[config.mk]
export PLATFORM = sky130hd
export DESIGN_NAME = fetch_mem_arbiter
export DESIGN_NICKNAME = d
export VERILOG_FILES = /design/src/rtl/fetch_mem_arbiter.sv
export SDC_FILE = /design/constraint.sdc
export NUM_CORES = 1
export LEC_CHECK = 0
export BUFFER_PORTS_ARGS = -buffer_cell sky130_fd_sc_hd__buf_2
export CELL_PAD_IN_SITES_DETAIL_PLACEMENT = 1
export CELL_PAD_IN_SITES_GLOBAL_PLACEMENT = 2
export CORE_AREA = 2 2 173 175
export DETAILED_ROUTE_END_ITERATION = 8
export DIE_AREA = 0 0 175 177
export GPL_TIMING_DRIVEN = 0
export PLACE_DENSITY_LB_ADDON = 0.1
export SYNTH_ARGS = -nofsm -noshare
export SYNTH_HDL_FRONTEND = slang
export SYNTH_SLANG_ARGS = --single-unit
[constraint.sdc]
create_clock -name clock -period 5.4 [get_ports clock]
set_input_delay 0.54 -clock clock [delete_from_list [all_inputs] [get_ports clock]]
set_output_delay 0.54 -clock clock [all_outputs]
set_load 0.05 [all_outputs]
[src/rtl/fetch_mem_arbiter.sv]
// Arbitrates one memory port between instruction fetch and load/store, routes tagged returns.
// Zero-cycle grant and return routing; a rejected command leaves the requester holding its request.
module fetch_mem_arbiter #(
    parameter int XLEN          = 32,
    parameter int TAG_W         = 4,
    parameter int MAX_DC_STREAK = 4
) (
    input  logic             clock,
    input  logic             reset,
    input  logic             if_req,
    input  logic [XLEN-1:0]  if_addr,
    input  logic             if_flush,
    output logic             if_grant,
    output logic             if_rsp_valid,
    output logic [63:0]      if_rsp_data,
    input  logic             dc_req,
    input  logic [1:0]       dc_cmd,
    input  logic [XLEN-1:0]  dc_addr,
    input  logic [63:0]      dc_wdata,
    output logic             dc_grant,
    output logic [TAG_W-1:0] dc_grant_tag,
    output logic             dc_rsp_valid,
    output logic [TAG_W-1:0] dc_rsp_tag,
    output logic [63:0]      dc_rsp_data,
    output logic [1:0]       proc2mem_command,
    output logic [XLEN-1:0]  proc2mem_addr,
    output logic [63:0]      proc2mem_data,
    input  logic [TAG_W-1:0] mem2proc_response,
    input  logic [TAG_W-1:0] mem2proc_tag,
    input  logic [63:0]      mem2proc_data,
    output logic             proto_err
);
    localparam int ENTRIES = 1 << TAG_W;
    localparam int SW      = $clog2(MAX_DC_STREAK + 1);
    localparam logic [1:0] CMD_NONE  = 2'd0;
    localparam logic [1:0] CMD_LOAD  = 2'd1;
    localparam logic [1:0] CMD_STORE = 2'd2;

    typedef enum logic [1:0] {SEL_NONE, SEL_IF, SEL_DC} sel_e;

    logic [ENTRIES-1:0] ent_vld, ent_dc, ent_disc;
    logic [ENTRIES-1:0] ent_vld_n, ent_dc_n, ent_disc_n;
    logic [SW-1:0]      streak;
    sel_e               sel;
    logic               if_elig, accept, alloc, ret_hit, ret_unknown;

    assign if_elig = if_req & ~if_flush;
    assign accept  = (mem2proc_response != '0);

    // DC wins unless fetch has already waited through a full streak.
    always_comb begin
        sel = SEL_NONE;
        if (dc_req && !(if_elig && streak == SW'(MAX_DC_STREAK)))
            sel = SEL_DC;
        else if (if_elig)
            sel = SEL_IF;
    end

    always_comb begin
        proc2mem_command = CMD_NONE;
        proc2mem_addr    = '0;
        proc2mem_data    = '0;
        case (sel)
            SEL_IF: begin
                proc2mem_command = CMD_LOAD;
                proc2mem_addr    = if_addr;
            end
            SEL_DC: begin
                proc2mem_command = dc_cmd;
                proc2mem_addr    = dc_addr;
                if (dc_cmd == CMD_STORE)
                    proc2mem_data = dc_wdata;
            end
            default: ;
        endcase
    end

    assign if_grant     = (sel == SEL_IF) && accept;
    assign dc_grant     = (sel == SEL_DC) && accept;
    assign dc_grant_tag = (dc_grant && dc_cmd == CMD_LOAD) ? mem2proc_response : '0;
    assign alloc        = (if_grant || dc_grant) && proc2mem_command == CMD_LOAD;

    assign ret_hit      = (mem2proc_tag != '0) &&  ent_vld[mem2proc_tag];
    assign ret_unknown  = (mem2proc_tag != '0) && !ent_vld[mem2proc_tag];
    assign dc_rsp_valid = ret_hit && ent_dc[mem2proc_tag];
    assign dc_rsp_tag   = dc_rsp_valid ? mem2proc_tag : '0;
    assign dc_rsp_data  = dc_rsp_valid ? mem2proc_data : '0;
    assign if_rsp_valid = ret_hit && !ent_dc[mem2proc_tag] && !ent_disc[mem2proc_tag] && !if_flush;
    assign if_rsp_data  = if_rsp_valid ? mem2proc_data : '0;

    // Return clear is applied before allocation so a recycled tag ends up owned by the new load.
    always_comb begin
        ent_vld_n  = ent_vld;
        ent_dc_n   = ent_dc;
        ent_disc_n = ent_disc;
        if (if_flush)
            ent_disc_n = ent_disc | (ent_vld & ~ent_dc);
        if (ret_hit) begin
            ent_vld_n[mem2proc_tag]  = 1'b0;
            ent_dc_n[mem2proc_tag]   = 1'b0;
            ent_disc_n[mem2proc_tag] = 1'b0;
        end
        if (alloc) begin
            ent_vld_n[mem2proc_response]  = 1'b1;
            ent_dc_n[mem2proc_response]   = (sel == SEL_DC);
            ent_disc_n[mem2proc_response] = 1'b0;
        end
    end

    always_ff @(posedge clock or negedge reset) begin
        if (!reset) begin
            ent_vld   <= '0;
            ent_dc    <= '0;
            ent_disc  <= '0;
            streak    <= '0;
            proto_err <= 1'b0;
        end else begin
            ent_vld   <= ent_vld_n;
            ent_dc    <= ent_dc_n;
            ent_disc  <= ent_disc_n;
            proto_err <= proto_err | ret_unknown;
            if (!if_req || if_grant)
                streak <= '0;
            else if (dc_grant && streak != SW'(MAX_DC_STREAK))
                streak <= streak + 1'b1;
        end
    end
endmodule

After elaboration in Yosys (flattened, before gate mapping)
Cells that the tools add are included.
- $add $sub $neg: 1
- multiply operators: 0
- divide/modulo/power cells: 0
- order comparisons: 4
- eq/ne operators: 7
- shifts and indexed selects: 0
- multiplexer cells: 30
- bitwise logic cells: 13
- reductions and logical operators: 26
- operators by type and width (kind ; number):
    2-to-1 mux 64 bit ; 4
    2-to-1 mux 16 bit ; 7
    AND 16 bit ; 5
    case mux 32 bit (2 select lines) ; 1
    NOT 16 bit ; 3
    bitwise OR 16 bit ; 2
    bitwise mux 16 bit ; 1
    logical AND 1 bit ; 15
    binary-select mux 1 bit (select 4 bit) ; 3
    < comparator 4 x 5 -> 1 bit (second input constant) ; 2
    demux 1 bit (select 4 bit) ; 2
    greater-or-equal comparator 4 x 1 -> 1 bit (second input constant) ; 2
    2-to-1 mux 4 bit ; 2
    nonzero test 4 bit ; 2
    equality test 2 x 1 -> 1 bit (second input constant) ; 3
    zero test 1 bit ; 6
    2-to-1 mux 1 bit ; 6
    2-to-1 mux 3 bit ; 2
    equality test 2 bit (second input constant) ; 2
    case mux 2 bit (2 select lines) ; 1
    adder 3 x 1 -> 3 bit (second input constant) ; 1
    equality test 3 bit (second input constant) ; 1
    inequality test 3 bit (second input constant) ; 1
    logical OR 1 bit ; 2
    other kinds (5) ; 5
- flip-flop bits (word level): 52
- latch bits: 0
- RAM bits: 0
- bits in read-only memories: 0
- input bits: 207
- output and inout bits: 239
- logic and storage cells: 86
- memories: 0

Logic depth before layout (Yosys ltp)
- depth after elaboration: 11
- mapped depth: 9
- mapped depth without buffers: 6

Least setup slack after synthesis
Ideal clock, no wire load.
- kind: input to output
- from: input port mem2proc_tag[2]
- to: output port if_rsp_data[63]
- arrival: 3.527 ns
- required time: 4.860 ns
- setup slack: 1.333 ns
- cell stages on the path: 6
- path buffers: 2
- path through: buf_1 > mux4_2 > mux2_2 > a221o_1 > buf_4 > nor4b_1
- word-level cells in the longest chain between the ends: 7
- elaborated cells on any way between the ends: 14
- those cells by class: 7 x mux; 7 x reduce/logical
- RTL lines (what ; line ; text):
    start: declaration ; 29 ; input logic [TAG_W-1:0] mem2proc_tag,
    binary-select mux 1 bit (select 4 bit), on equally long branches ; 83, 88 ;
    2-to-1 mux 1 bit, on equally long branches ; 83, 88 ;
    logical AND 1 bit / zero test 1 bit (equally long branches) ; 83, 88 ;
    logical AND 1 bit ; 88 ; assign if_rsp_valid = ret_hit && !ent_dc[mem2proc_tag] && !ent_disc[mem2proc_tag] && !if_flush;
    logical AND 1 bit * (2 in a row) ; 88 ;
    2-to-1 mux 64 bit * ; 89 ; assign if_rsp_data = if_rsp_valid ? mem2proc_data : '0;
    end: declaration ; 15 ; output logic [63:0] if_rsp_data,
Every way passes the cells marked *; elsewhere a longest branch is shown, timed or not. The select of a mux whose other input is x is not followed.

Worst setup path in the final report
- from: input port mem2proc_tag[0]
- to: output port if_rsp_data[50]
The elaborated chain is that of the path after synthesis.

==> impl_metrics.yaml <==
logic_synthesis:
  synthDistinctLibCells: 48
  syn_inst: 657
  synthesis.area_um2: 5600
  syn_nets: 866
  synth_edf_count: 0
  synth-seq-cells: 52
  async_flop_share_pct: 100
  yosysWarningCount: 0
  synth_area_per_cell_um2: 8.52
  synth_ff_type: "dfrtp_1"
  yosysSeqAreaShare_pct: 23.2
timing:
  tns_ns: 0
  fin_ws_ns: 1.35
  slew_headroom_pct: 38.7
  finalCriticalPeriod_ns: 4.05
  finClkSkew_ns: 0.0118
  final-hold-violation-count: 0
  slew_viol_final: 0
  setup_viol: 0
  worstMarginPinSlew_ns: 0.916
  hold_ws_ns: 0.261
  period_share_pct: 74.9
  fmax_ghz: 0.247
  rsz0062_at_grt: "false"
drt:
  drc: 0
  dr_total_vias: 7064
  ant_nets: 0
  wire_per_inst_um: 22.5
  detail_route.vias_per_cell: 4.70
  firstDrtPassIters: 4
  drt_iter0_markers: 235
  wl_um: 33900
cts:
  ctsHoldBuffers: 0
  clock_path_buffers: 2
  cts_tree: "yes"
  cts.sinks: 52
  postCtsResizedCells: 0
  htreeDepth: 2
  clockRootBuffer: "clkbuf_16"
  cts_setup_buffers: 0
  clk_latency_ns: 0.30
  clk_pin_slew_ns: 0.08
  cts_buffers: 5
global_routing:
  antenna_found_initial: 15
  grt_pass1_vias: 7125
  grt_pass1_wl_um: 47800
  grt_max_degree: 53
  grt-ovfl-total: 0
  grtUsageTotal_pct: 20.6
layout:
  final_cells: 1504
  final_nets: 1317
  nFillCells: 3663
  drive_above_1_share_pct: 55.8
  mostFrequentLayoutCells: "buf_2, and2_1, nor3_1, a21bo_2, nand2_1"
  syn_to_final_growth_pct: 51.6
  utilization_pct: 29.0
  final_common_cell: "buf_2"
floorplanning:
  fp-row-count: 63
  die_area_um2: 31000
  initial_core_util_pct: 19.1
  die_height_um: 177
  io_pins: 446
  coreArea_um2: 29200
  die_w_um: 175
power:
  power_frac_seq_pct: 25.8
  p_int_w: 0.00113
  p_per_area_nw_per_um2: 279
  irDropWorstVdd_mv: 0.119
  combPwrFrac_pct: 60.0
  p_clk_share_pct: 14.2
  switching_power_w: 0.00124
  p_sw_share_pct: 52.4
  p_leak_nw: 4.38
setup_path:
  cp.depth: 9
  critical_path.top_delay_family: "buffers and inverters"
  crit_buf_inv: 5
  cp_slowest_stage_delay_ns: 0.60
  reg2reg_slack_ns: 3.03
  start_kind: "input port"
  crit_chain: "buf_2, buf_2, nor2b_1, a222oi_1, buf_2, buf_1, a21bo_2, nor4_2, buf_2"
  rr_startpoint: "streak[0]"
  arrival_ns: 3.51
  worstPathRequired_ns: 4.86
  cp-end-kind: "output port"
  slowest_stage: "nor2b_1"
  path_class: "input port to output port"
  reg2reg_to: "ent_disc[9]"
  cp_common_cell: "buf_2"
  critPathMaxFanout: 10
  worst_r2r_path_depth: 7
placement:
  portBuffers: 443
  placed_cells: 1490
  post-place-ws_ns: 1.39
  hpwl_um: 28600
  place.gp.congestion: 0.790
run:
  max-cap-violations: 0
run_status:
  status: "completed"
hold_path:
  min_path_type: "input port to async pin"
## per-layer routing
layer  vias to the layer above  wire (um)  global-route usage, %
li1                       3335          -                      -
met1                      3378      12900                   23.4
met2                       284      17400                   37.8
met3                        49       2610                   5.73
met4                        18        940                   5.73
met5                         -        112                      0
## stage by stage
step,cell area (um2),power [W]
4_1_cts,8460,0.00239
2_1_floorplan,5600,0.00162
6_report,8490,0.00237
3_5_place_dp,8300,0.00205
3_3_place_gp,8300,0.00205
5_1_grt,8480,0.00251
## layout make-up
| class | count | area, um2 | share of cell area (%) |
|---|---|---|---|
| Inverter | 21 | 78.8 | 0.929 |
| Buffer | 80 | 377 | 4.44 |
| Antenna cell | 5 | 12.5 | 0.147 |
| Sequential cell | 52 | 1300 | 15.3 |
| Clock buffer | 5 | 125 | 1.47 |
| Multi-Input combinational cell | 504 | 3840 | 45.3 |
| Timing Repair Buffer | 444 | 2240 | 26.4 |
| Clock inverter | 3 | 27.5 | 0.324 |
| Tap cell | 390 | 488 | 5.75 |
## worst max-delay path by stage
stage / from / slack (ns) / to
finish: mem2proc_tag[0] / 1.35 / if_rsp_data[50]
global route: mem2proc_tag[0] / 1.23 / if_rsp_data[50]
CTS: mem2proc_tag[0] / 1.38 / if_rsp_data[50]
detailed placement: if_flush / 1.39 / proc2mem_data[60]
global placement: mem2proc_tag[0] / 1.35 / if_rsp_data[50]
floorplan: mem2proc_tag[2] / 1.33 / if_rsp_data[63]
## power by group through the flow
stage,Sequential [W],Combinational [W],Clock [W]
after global placement,0.000620,0.00143,0
after CTS,0.000611,0.00143,0.000347
after floorplan,0.000568,0.00105,0
after global routing,0.000627,0.00152,0.000364
final,0.000611,0.00142,0.000336
after detailed placement,0.000619,0.00143,0
## Yosys cell counts, types with 2 or more instances
library cell	number	area, um2
dfrtp_1	52	1300
buf_1	6	22.5
nor4b_1	2	17.5
a31o_2	14	123
buf_2	22	110
nand2_1	53	199
nor2_1	11	41.3
mux4_2	8	180
inv_1	20	75.1
buf_6	6	67.6
nor2b_1	13	81.3
nor4_1	19	119
mux2_2	3	33.8
a2111oi_0	4	35.0
a21bo_2	63	631
and3_1	14	87.6
nand4_1	17	106
ha_1	2	25.0
o211a_1	2	20.0
a21oi_1	2	10.0
nor3b_1	2	15.0
nor4_2	50	626
and2_1	74	463
a22o_1	32	280
clkbuf_1	45	169
nand3_1	17	85.1
nor3_1	65	325
mux2i_1	19	190
## cell families (layout without fill, tap and decap cells)
logic type               after synthesis  in the layout  share of synthesized area (%)
multiplexers                          31             31                           7.42
AND/OR/NAND/NOR                      342            342                           39.4
AO/OA/AOI/OAI                        127            127                           21.1
flip-flops                            52             52                           23.2
XOR/XNOR                               2              2                          0.313
other                                  0              5                              0
buffers and inverters                101            553                           8.13
adder cells (fa/ha/maj)                2              2                          0.447
## sequential cells by signal (all words and copies together), names as in the netlist
signal and cells:
ent_dc 16, ent_disc 16, ent_vld 16, proto_err 1, streak 3
(Power assumes the default switching activity.)
